<file path="config.mk">
export PLATFORM = sky130hd
export DESIGN_NAME = demux4x32_buf
export DESIGN_NICKNAME = d
export VERILOG_FILES = /design/src/rtl/demux4x32_buf.sv
export SDC_FILE = /design/constraint.sdc
export NUM_CORES = 1
export LEC_CHECK = 0
export ABC_CLOCK_PERIOD_IN_PS = 3600
export BUFFER_PORTS_ARGS = -buffer_cell sky130_fd_sc_hd__buf_2
export CORE_MARGIN = 3
export CORE_UTILIZATION = 50
export DETAILED_ROUTE_END_ITERATION = 12
export MAX_ROUTING_LAYER = met4
export PLACE_DENSITY_LB_ADDON = 0.1
export SYNTH_ARGS = -nofsm -noshare
export SYNTH_HDL_FRONTEND = slang
export SYNTH_SLANG_ARGS = --single-unit
</file>
<file path="constraint.sdc">
create_clock -name clk -period 3.6 [get_ports clk]
set_input_delay 0.18 -clock clk [delete_from_list [all_inputs] [get_ports clk]]
set_output_delay 0.18 -clock clk [all_outputs]
set_load 0.02 [all_outputs]
</file>
<file path="src/rtl/demux4x32_buf.sv">
// ---------------------------------------------------------------------------
// demux4x32_buf
//   Routes one upstream word stream to four buffered output channels. Each
//   channel owns a small FIFO (DEPTH x WIDTH) with its own read pointer,
//   write pointer and occupancy counter. The upstream side sees
//   back-pressure only from the channel it is currently addressing.
//
// Ports
//   clk        : single clock, all state updates on the rising edge
//   rst        : synchronous active-high reset (pointers and counts only)
//   flush      : synchronous clear of all channel FIFOs
//   in_valid   : upstream word present
//   in_ready   : selected channel can accept a word this cycle
//   in_sel     : destination channel 0..3
//   in_data    : upstream word
//   out_valid  : bit k set when channel k has a head word
//   out_ready  : bit k set when channel k's consumer takes the head
//   out_data   : channel k head at [k*WIDTH +: WIDTH]
//   count      : channel k occupancy at [k*CW +: CW], CW = log2(DEPTH)+1
// ---------------------------------------------------------------------------
module demux4x32_buf #(
    parameter int WIDTH = 32,
    parameter int DEPTH = 2
) (
    input  logic                              clk,
    input  logic                              rst,
    input  logic                              flush,
    input  logic                              in_valid,
    output logic                              in_ready,
    input  logic [1:0]                        in_sel,
    input  logic [WIDTH-1:0]                  in_data,
    output logic [3:0]                        out_valid,
    input  logic [3:0]                        out_ready,
    output logic [4*WIDTH-1:0]                out_data,
    output logic [4*($clog2(DEPTH)+1)-1:0]    count
);

    localparam int              AW       = $clog2(DEPTH);
    localparam int              CW       = AW + 1;
    localparam logic [CW-1:0]   FULL_CNT = CW'(DEPTH);

    logic [AW-1:0]    r_rd_ptr [4];
    logic [AW-1:0]    r_wr_ptr [4];
    logic [CW-1:0]    r_cnt    [4];
    logic [WIDTH-1:0] r_mem    [4][DEPTH];

    logic [3:0]       w_full;
    logic [3:0]       w_push;
    logic [3:0]       w_pop;
    logic             w_accept;

    // Back-pressure looks only at the addressed channel's registered count,
    // so a pop on a full channel in the same cycle does not open it up.
    assign in_ready = ~w_full[in_sel];
    assign w_accept = in_valid & in_ready;

    for (genvar k = 0; k < 4; k++) begin : g_ch
        assign w_full[k]                    = (r_cnt[k] == FULL_CNT);
        assign w_push[k]                    = w_accept & (in_sel == 2'(k));
        assign w_pop[k]                     = out_ready[k] & (r_cnt[k] != '0);

        assign out_valid[k]                 = (r_cnt[k] != '0);
        assign out_data[k*WIDTH +: WIDTH]   = r_mem[k][r_rd_ptr[k]];
        assign count[k*CW +: CW]            = r_cnt[k];
    end

    // Pointer and occupancy state. Reset and flush have the same effect on
    // this state; both discard any same-cycle push or pop.
    always_ff @(posedge clk) begin
        if (rst) begin
            for (int k = 0; k < 4; k++) begin
                r_rd_ptr[k] <= '0;
                r_wr_ptr[k] <= '0;
                r_cnt[k]    <= '0;
            end
        end else if (flush) begin
            for (int k = 0; k < 4; k++) begin
                r_rd_ptr[k] <= '0;
                r_wr_ptr[k] <= '0;
                r_cnt[k]    <= '0;
            end
        end else begin
            for (int k = 0; k < 4; k++) begin
                // DEPTH is a power of two, so pointers wrap by overflow.
                if (w_push[k]) begin
                    r_wr_ptr[k] <= r_wr_ptr[k] + AW'(1);
                end
                if (w_pop[k]) begin
                    r_rd_ptr[k] <= r_rd_ptr[k] + AW'(1);
                end
                case ({w_push[k], w_pop[k]})
                    2'b10:   r_cnt[k] <= r_cnt[k] + CW'(1);
                    2'b01:   r_cnt[k] <= r_cnt[k] - CW'(1);
                    default: r_cnt[k] <= r_cnt[k];
                endcase
            end
        end
    end

    // Storage is not reset; its contents are only observable through
    // out_data while the matching out_valid bit is set.
    always_ff @(posedge clk) begin
        for (int k = 0; k < 4; k++) begin
            if (w_push[k] && !rst && !flush) begin
                r_mem[k][r_wr_ptr[k]] <= in_data;
            end
        end
    end

endmodule

</file>
==> results of run 1 <==
cell type report:
type | instances | area share [%]
sequential | 272 | 63.98
multi-input combinational | 206 | 16.02
timing repair buffer | 225 | 10.31
clock buffer | 30 | 5.393
tap | 265 | 2.603
clock inverter | 20 | 1.130
inverter | 19 | 0.5599
metal layers:
metal | vias up | routed length (microns)
met1 | 2702 | 9206
li1 | 2466 | -
met4 | 0 | 397
met3 | 29 | 1286
met2 | 167 | 10460
met5 | - | 0
where the power goes:
| group | leakage, nW | switching (mW) | internal, mW |
|---|---|---|---|
| Combinational | 1.70 | 0.306 | 0.213 |
| Clock | 0.416 | 1.14 | 1.46 |
| Sequential | 2.48 | 0.0381 | 3.52 |
| Total | 4.59 | 1.48 | 5.19 |
flip-flops by register name, indices dropped and copies added (netlist names):
| register | cells |
|---|---|
| r_cnt | 8 |
| r_mem | 256 |
| r_rd_ptr | 4 |
| r_wr_ptr | 4 |
kinds of logic after synthesis:
logic type                 count (synthesis)  synth area share [%]
muxes                                    130                 14.32
xor gates and xnor gates                   3                0.2551
AOI/OAI and AO/OA                          5                0.2671
and+or+nand+nor                           55                 2.927
DFF                                      272                 79.08
adders and majority gates                 13                 1.579
buffers and inverters                     38                 1.579
cell usage in the layout (no fill, tap or decap), types with 3 or more instances in the layout:
cell,n
dlygate4sd3_1,32
buf_2,182
buf_4,11
clkbuf_1,3
ha_1,13
and3_2,3
mux2_2,129
clkinv_1,5
clkbuf_16,27
nor2_1,10
nor3_2,3
nor3_4,3
nor3_1,9
edfxtp_1,270
clkinv_2,10
nand2_1,16
inv_1,19
worst paths after layout:
| check | slack (ps) | cells after the start | startpoint | end |
|---|---|---|---|---|
| worst max-delay path | 1030 | 3 | r_rd_ptr[0] | out_data[30] |
| worst min-delay path | 20 | 3 | out_ready[3] | r_rd_ptr[3] |
| worst max register to register | 1200 | 7 | r_cnt[0][1] | r_cnt[2][0] |
| worst min register to register | 590 | 2 | r_wr_ptr[2] | r_wr_ptr[2] |
per-stage QoR:
step | cell area, sq um | instances | setup slack [ps] | total power, mW
2_1_floorplan | 10320 | 516 | -44.66 | 3.923
6_report | 12740 | 1037 | 1031 | 6.674
4_1_cts | 12740 | 1037 | 973.3 | 6.744
3_5_place_dp | 11590 | 955 | 1177 | 4.124
3_3_place_gp | 11590 | 955 | 1290 | 4.113
5_1_grt | 12740 | 1037 | 912.3 | 6.907
worst register-to-register path, delay by kind of cell, from the launching register on:
family / cells / cell delay (ps)
simple gates: 3 / 920
fa+ha+maj: 2 / 520
flops: 1 / 430
buf+inv: 1 / 160
compound gates: 1 / 100
==> flow_summary.toml, run 1 <==
[run_status]
status = "finished, final reports clean"

[logic_synthesis]
synth_area_per_cell_sq_um = 19.97
synth_edf_count = 270
synth-async-reset-ratio_pct = 0
netlist_area_sq_mm = 0.01030
synth_cells = 516
yosys_warnings = 0
yosys-top-cells-area = "edfxtp_1, mux2_2, ha_1"
synth_seq_cells = 272
ys.flop_type = "edfxtp_1"
yosys.area.top_type = "edfxtp_1"
syn-num-nets = 571
ys_types = 29
ys_seq_area_share_pct = 79.08
synth_top_cell_area_share_pct = 78.69
yosysMostFrequentCell = "edfxtp_1"
synth_common_cells = "edfxtp_1, mux2_2, inv_1"

[drt]
vias_per_cell = 5.173
drtIter0Drc = 279
wire_per_inst_microns = 20.59
detail_route.drc_violations = 0
num_vias = 5364
wl_microns = 21350
ant_nets = 0
first_pass_iters = 5

[final_layout]
finalCoreUtilization_pct = 64.18
diodes = 0
fin_nets = 806
drive_gt1_share_pct = 49.22
multi_input_area_sq_mm = 0.002041
regArea_sq_mm = 0.008149
area_growth_pct = 23.62
fillCellCount = 1440

[placed_design]
place_congestion = 0.8376
port_buffers = 182
place_hpwl_microns = 13090

[timing]
drv_slew = 0
tightest_slew_ps = 1007
max_slew_margin_pct = 32.84
skew_ps = 9.143
max_freq_ghz = 0.3892
fin_crit_ps = 2569
period_share_pct = 71.37
grt_setup_unrepaired = "false"
hold_viol = 0
final-setup-viol-count = 0
hold-worst-slack_ps = 21.74
tns_ps = 0

[worst_setup_path]
slowest_delay_ps = 890
cp.arrival_ps = 2390
slowest_stage = "edfxtp_1"
critical_path_class = "reg -> out"
worstSetupStartpointType = "flop"
worst_setup_path_end_kind = "output pin"
critical-path-top-delay-family = "flip-flops"
crit_buf_inv = 2
cp.required_ps = 3420
cp_cell_sequence = "buf_4, mux2_2, buf_2"
cp_max_fo = 18

[cts]
post_cts_resized = 0
post-cts-setup-buffers = 0
clock_path_buffers = 3
ctsHoldBuffers = 32
root_buffer = "clkbuf_16"
htree_levels = 1
numCtsBuffers = 27
cts_tree = "yes"
cts_sinks = 272
clk_pin_slew_worst_paths_ps = 60
clk_latency_ps = 530

[global_route]
track_usage_pct = 19.36
grt_most_used_layer = "met2"
grtUsageMet3_pct = 3.634
antenna_found_initial = 0
use_met1_pct = 25.01
grt_pass1_wl_microns = 31920
grt_pass1_vias = 5595
grt_overflow = 0
grt_max_degree = 34
gr-usage-met2_pct = 32.24

[die]
rows = 51
io_pins = 183
dieHeight_microns = 149.6
die-area_sq_mm = 0.02237
start_util_pct = 51.92
die_x_microns = 149.6
coreArea_sq_mm = 0.01985

[pwr]
power_density_mw_per_mm2 = 524.0
vdd_drop_max_uv = 428.5
power.leakage_nw = 4.592

[run]
drv_cap = 0

[hold_path]
worstHoldPathType = "in -> reg"
(Power assumes the default switching activity.)
==> inputs of run 2 (changes only) <==
- ABC_CLOCK_PERIOD_IN_PS: 3600 -> 2200
- clock period: 3.6 -> 2.2 ns (I/O delays scaled with it)
==> run 2 against run 1 <==
- sequential share of layout area shrank 1.1 points
- sequential cell count is the same
- worst hold slack gained 3.1 ps
- combinational power grew 78%
- global-route usage grew 0.55 points
- critical path depth grew 4
- final cell count grew 1.1%
- sequential power grew 63%
- critical path type is now reg -> reg
- critical endpoint is now r_cnt[2][0]
==> flow_summary.toml, run 2 (same netlist as run 1, synthesis figures left out) <==
[worst_setup_path]
critical_path_class = "reg -> reg"
r2r_cells = 7
worstSetupStartpointType = "flop"
crit_cells = 7
slowest_delay_ps = 540
cp.required_ps = 2470
cp_cell_sequence = "ha_2, and4bb_2, inv_2, ha_4, or4_4, nor3_4, a211oi_1"
slowest_stage = "or4_4"
crit_buf_inv = 1
cp.arrival_ps = 2440
crit_start = "r_cnt[1][1]"
cp_max_fo = 3
r2r_start = "r_cnt[1][1]"
critical-path-top-delay-family = "simple AND/OR/NAND/NOR gates"
worst_setup_path_end_kind = "flop"

[hold_path]
worstHoldPathType = "in -> reg"
min_from = "out_ready[2]"
holdPathStages = 5

[pwr]
power_density_mw_per_mm2 = 831.1
vdd_drop_max_uv = 778.6
power.leakage_nw = 4.682

[placed_design]
dp_slack_ps = 12.70
placed_cell_area_sq_mm = 0.01183
place_hpwl_microns = 13920
port_buffers = 182
place_congestion = 0.7801

[timing]
drv_slew = 0
grt_setup_unrepaired = "true"
hold-worst-slack_ps = 24.89
max_freq_ghz = 0.4610
max_slew_margin_pct = 70.78
tns_ps = 0
tightest_slew_ps = 438.2
period_share_pct = 98.59
worst_slack_ps = 30.95
final-setup-viol-count = 0
fin_crit_ps = 2169
hold_viol = 0
skew_ps = 8.228

[die]
coreArea_sq_mm = 0.01985
io_pins = 183
die-area_sq_mm = 0.02237
die_x_microns = 149.6
dieHeight_microns = 149.6
rows = 51
start_util_pct = 51.92

[cts]
htree_levels = 1
clk_pin_slew_worst_paths_ps = 60
clock_path_buffers = 3
cts_sinks = 272
clk_latency_ps = 520
root_buffer = "clkbuf_16"
cts_tree = "yes"
numCtsBuffers = 27

[final_layout]
diodes = 0
final_common_cell = "edfxtp_1"
finalCoreUtilization_pct = 65.30
area_growth_pct = 25.78
fillCellCount = 1379
largest_reg_flops = 256
fin_area_sq_mm = 0.01296
drive_gt1_share_pct = 50.57
layout_common_cells = "edfxtp_1, buf_2, mux2_2"
fin_nets = 827

[drt]
drtIter0Drc = 272
num_vias = 5365
first_pass_iters = 4
wire_per_inst_microns = 20.57
wl_microns = 21560
detail_route.drc_violations = 0
ant_nets = 0
vias_per_cell = 5.119

[global_route]
grtUsageMet3_pct = 3.876
track_usage_pct = 19.92
grt_pass1_wl_microns = 33050
grt_most_used_layer = "met2"
gr-usage-met2_pct = 32.99
grt_overflow = 0
grt_max_degree = 34
grt_pass1_vias = 5809
use_met1_pct = 26.09
antenna_found_initial = 0

[run_status]
status = "finished, final reports clean"

[run]
drv_cap = 0
==> run 2: cell count changes in the layout (fill, tap and decap cells not counted), moves of 4 or more <==
cell and delta:
buf_4 +11, clkinv_2 -8, buf_12 +7, ha_1 -4
==> run 2: worst reg2reg max path, delay by kind of cell (launching register included) <==
family | cells | cell delay [ps]
AOI/OAI and AO/OA | 1 | 90
and+or+nand+nor | 3 | 1020
buffers and inverters | 1 | 60
DFF | 1 | 410
adders and majority gates | 2 | 350
==> run 2: stage by stage <==
step,power [mW],std cells
final,10.77,1048
after CTS,10.89,1048
after floorplan,6.427,516
after global placement,6.762,973
after global routing,11.18,1048
after detailed placement,6.784,973
==> run 2: final cells by class <==
class,instances,area [sq um],share of cell area [%]
clock buffer,31,690.7,5.329
clock inverter,9,71.32,0.5503
inverter,19,71.32,0.5503
multi-input combinational,206,2079,16.05
sequential,272,8149,62.88
tap,265,331.6,2.558
timing repair buffer,246,1567,12.09
==> run 2: repair_timing <==
item / 4_1_cts / 5_1_grt
setup buffers: 0 / 0
gates resized for setup: 0 / 2
setup endpoints to repair: 0 / 2
endpoints found under the hold margin: 259 / 0
hold buffers: 35 / 0
==> run 2: where the power goes <==
| group | switching, mW | internal [mW] | total (mW) |
|---|---|---|---|
| clock | 1.73 | 2.32 | 4.05 |
| sequential | 0.0315 | 5.76 | 5.79 |
| combinational | 0.546 | 0.378 | 0.924 |
| total | 2.31 | 8.46 | 10.8 |
==> run 2: layer usage <==
layer	vias up	part of all wire, %
met5	-	0
met4	0	1.2
met3	23	6.4
met2	139	50
met1	2692	43
li1	2511	-
==> run 2: path summary, 6_finish.rpt <==
path	to	slack, ps
setup reg to reg	r_cnt[2][0]	30
hold reg to reg	r_wr_ptr[2]	590
setup / recovery	r_cnt[2][0]	30
hold / removal	r_rd_ptr[2]	20
==> inputs of run 3 (changes only) <==
- CELL_PAD_IN_SITES_DETAIL_PLACEMENT: unset -> 1
- CELL_PAD_IN_SITES_GLOBAL_PLACEMENT: unset -> 1
- CORE_UTILIZATION: 50 -> 43
==> run 3 against run 2 <==
- the run now ends with setup timing left
- clock skew up 5.3 ps
- register-to-register slack got worse by 60 ps
- critical path depth unchanged
- sequential cell count unchanged
- cell area rose by 2.8%
- global-route usage is 0.98 points lower
- worst setup slack got worse by 62 ps
- worst hold slack improved by 52 ps
- clock-buffer cell count grew 2
- clock power increased by 18%
- non-clock buffer count increased by 8
- die area up 16%
- critical path type unchanged
- highest routed layer unchanged
==> flow_summary.toml, run 3 (same netlist as run 1, synthesis figures left out) <==
[global_route]
antenna_found_initial = 0
grt_overflow = 0
grt_max_degree = 34
grt_pass1_wl_microns = 36600
grt_pass1_vias = 6158
track_usage_pct = 18.93

[drt]
num_vias = 5581
wire_per_inst_microns = 21.36
drtIter0Drc = 240
vias_per_cell = 4.979
ant_nets = 0
wl_microns = 23950
first_pass_iters = 6
detail_route.drc_violations = 0

[pwr]
power_density_mw_per_mm2 = 866.6
vdd_drop_max_uv = 577.8
power.leakage_nw = 4.820

[final_layout]
fillCellCount = 2195
largest_reg_flops = 256
diodes = 0
layout_common_cells = "edfxtp_1, buf_2, mux2_2"
fin_nets = 836
area_growth_pct = 29.25
final_common_cell = "edfxtp_1"
regArea_sq_mm = 0.008149
multi_input_area_sq_mm = 0.002079
drive_gt1_share_pct = 51.12

[timing]
tightest_slew_ps = 594.8
grt_setup_unrepaired = "true"
max_freq_ghz = 0.4482
drv_slew = 0
final-setup-viol-count = 2
skew_ps = 13.48
hold_viol = 0
period_share_pct = 101.4
worst_slack_ps = -31.08
tns_ps = -33.56
fin_crit_ps = 2231
hold-worst-slack_ps = 76.66
max_slew_margin_pct = 60.35

[worst_setup_path]
cp.required_ps = 2450
r2r-end = "r_cnt[2][0]"
cp.arrival_ps = 2480
r2r_slack_ps = -30
cp_max_fo = 3
critical_path_class = "reg -> reg"
r2r_cells = 7
r2r_start = "r_cnt[1][0]"
worst_setup_path_end_kind = "flop"
worstSetupStartpointType = "flop"

[hold_path]
min_to = "r_wr_ptr[3]"
holdPathStages = 4
min_from = "flush"
worstHoldPathType = "in -> reg"

[die]
dieHeight_microns = 160.8
die_x_microns = 160.8
start_util_pct = 43.77
io_pins = 183
coreArea_sq_mm = 0.02354
die-area_sq_mm = 0.02586
rows = 56

[cts]
clock_path_buffers = 3
numCtsBuffers = 28
cts_sinks = 272
clk_latency_ps = 530
cts_tree = "yes"
clk_pin_slew_worst_paths_ps = 60
htree_levels = 1
root_buffer = "clkbuf_16"

[placed_design]
place_congestion = 0.7789
place_hpwl_microns = 15150
dp_slack_ps = -61.24
port_buffers = 182

[run_status]
status = "complete, but fails checks"
violations = "setup timing"

[run]
drv_cap = 0
==> run 3: cell count changes in the layout (fill, tap and decap cells not counted), sizes merged <==
| cell | previous run | this run |
|---|---|---|
| clkbuf | 31 | 33 |
| inv | 20 | 19 |
| buf | 211 | 218 |
| bufinv | 1 | 5 |
| clkinv | 6 | 12 |
| dlygate4sd3 | 35 | 36 |
==> run 3: routing by layer <==
layer,track usage [%],share of wire [%]
met5,-,0
met4,3.402,1.3
met3,4.024,5.3
met2,31.95,50
met1,24.16,43
==> run 3: worst max path at each step <==
stage / startpoint / endpoint / slack, ps
global route: r_cnt[1][0] / r_cnt[2][0] / -110
finish: r_cnt[1][0] / r_cnt[2][0] / -30
CTS: r_cnt[1][1] / r_cnt[2][0] / -30
floorplan: r_cnt[2][0] / r_mem[2][32] / -170
global placement: r_cnt[1][1] / r_cnt[2][0] / 9
detailed placement: r_cnt[1][1] / r_cnt[2][0] / -60
==> run 3: timing repair <==
| item | in CTS | in global routing |
|---|---|---|
| setup buffers | 2 | 5 |
| setup endpoints to repair | 2 | 3 |
| cloned | 0 | 0 |
| hold endpoints to repair | 261 | 0 |
| hold buffers | 36 | 0 |
| resized for setup | 2 | 0 |
| pin swaps | 2 | 1 |
==> run 3: report_power, final <==
| group | internal [mW] | switching, mW |
|---|---|---|
| registers | 5.76 | 0.0364 |
| logic | 0.400 | 0.560 |
| clock network | 2.91 | 1.87 |
==> run 3: layout make-up <==
type / instances / share of cell area, %
well taps: 319 / 2.997
clock inverters: 18 / 1.654
repair buffers: 254 / 12.61
clock buffers: 33 / 5.402
inverters: 19 / 0.5355
multi-input cells: 206 / 15.61
flip-flops and latches: 272 / 61.19
==> run 3: worst max-delay path, cell delays in order (launching register included) <==
cell      delay (ps)
edfxtp_1         410
inv_1            110
ha_2             190
and4bb_2         270
ha_1             220
or4_4            530
nor3_4           150
a211oi_1          90
==> run 3: stage by stage <==
| stage | power (mW) | cells | cell area, sq um | util [%] |
|---|---|---|---|---|
| after global routing | 11.98 | 1121 | 13320 | 56.57 |
| final | 11.54 | 1121 | 13320 | 56.57 |
| after detailed placement | 6.810 | 1027 | 11950 | 50.75 |
| after global placement | 6.786 | 1027 | 11950 | 50.75 |
| after CTS | 11.67 | 1116 | 13280 | 56.41 |
| after floorplan | 6.427 | 516 | 10370 | - |
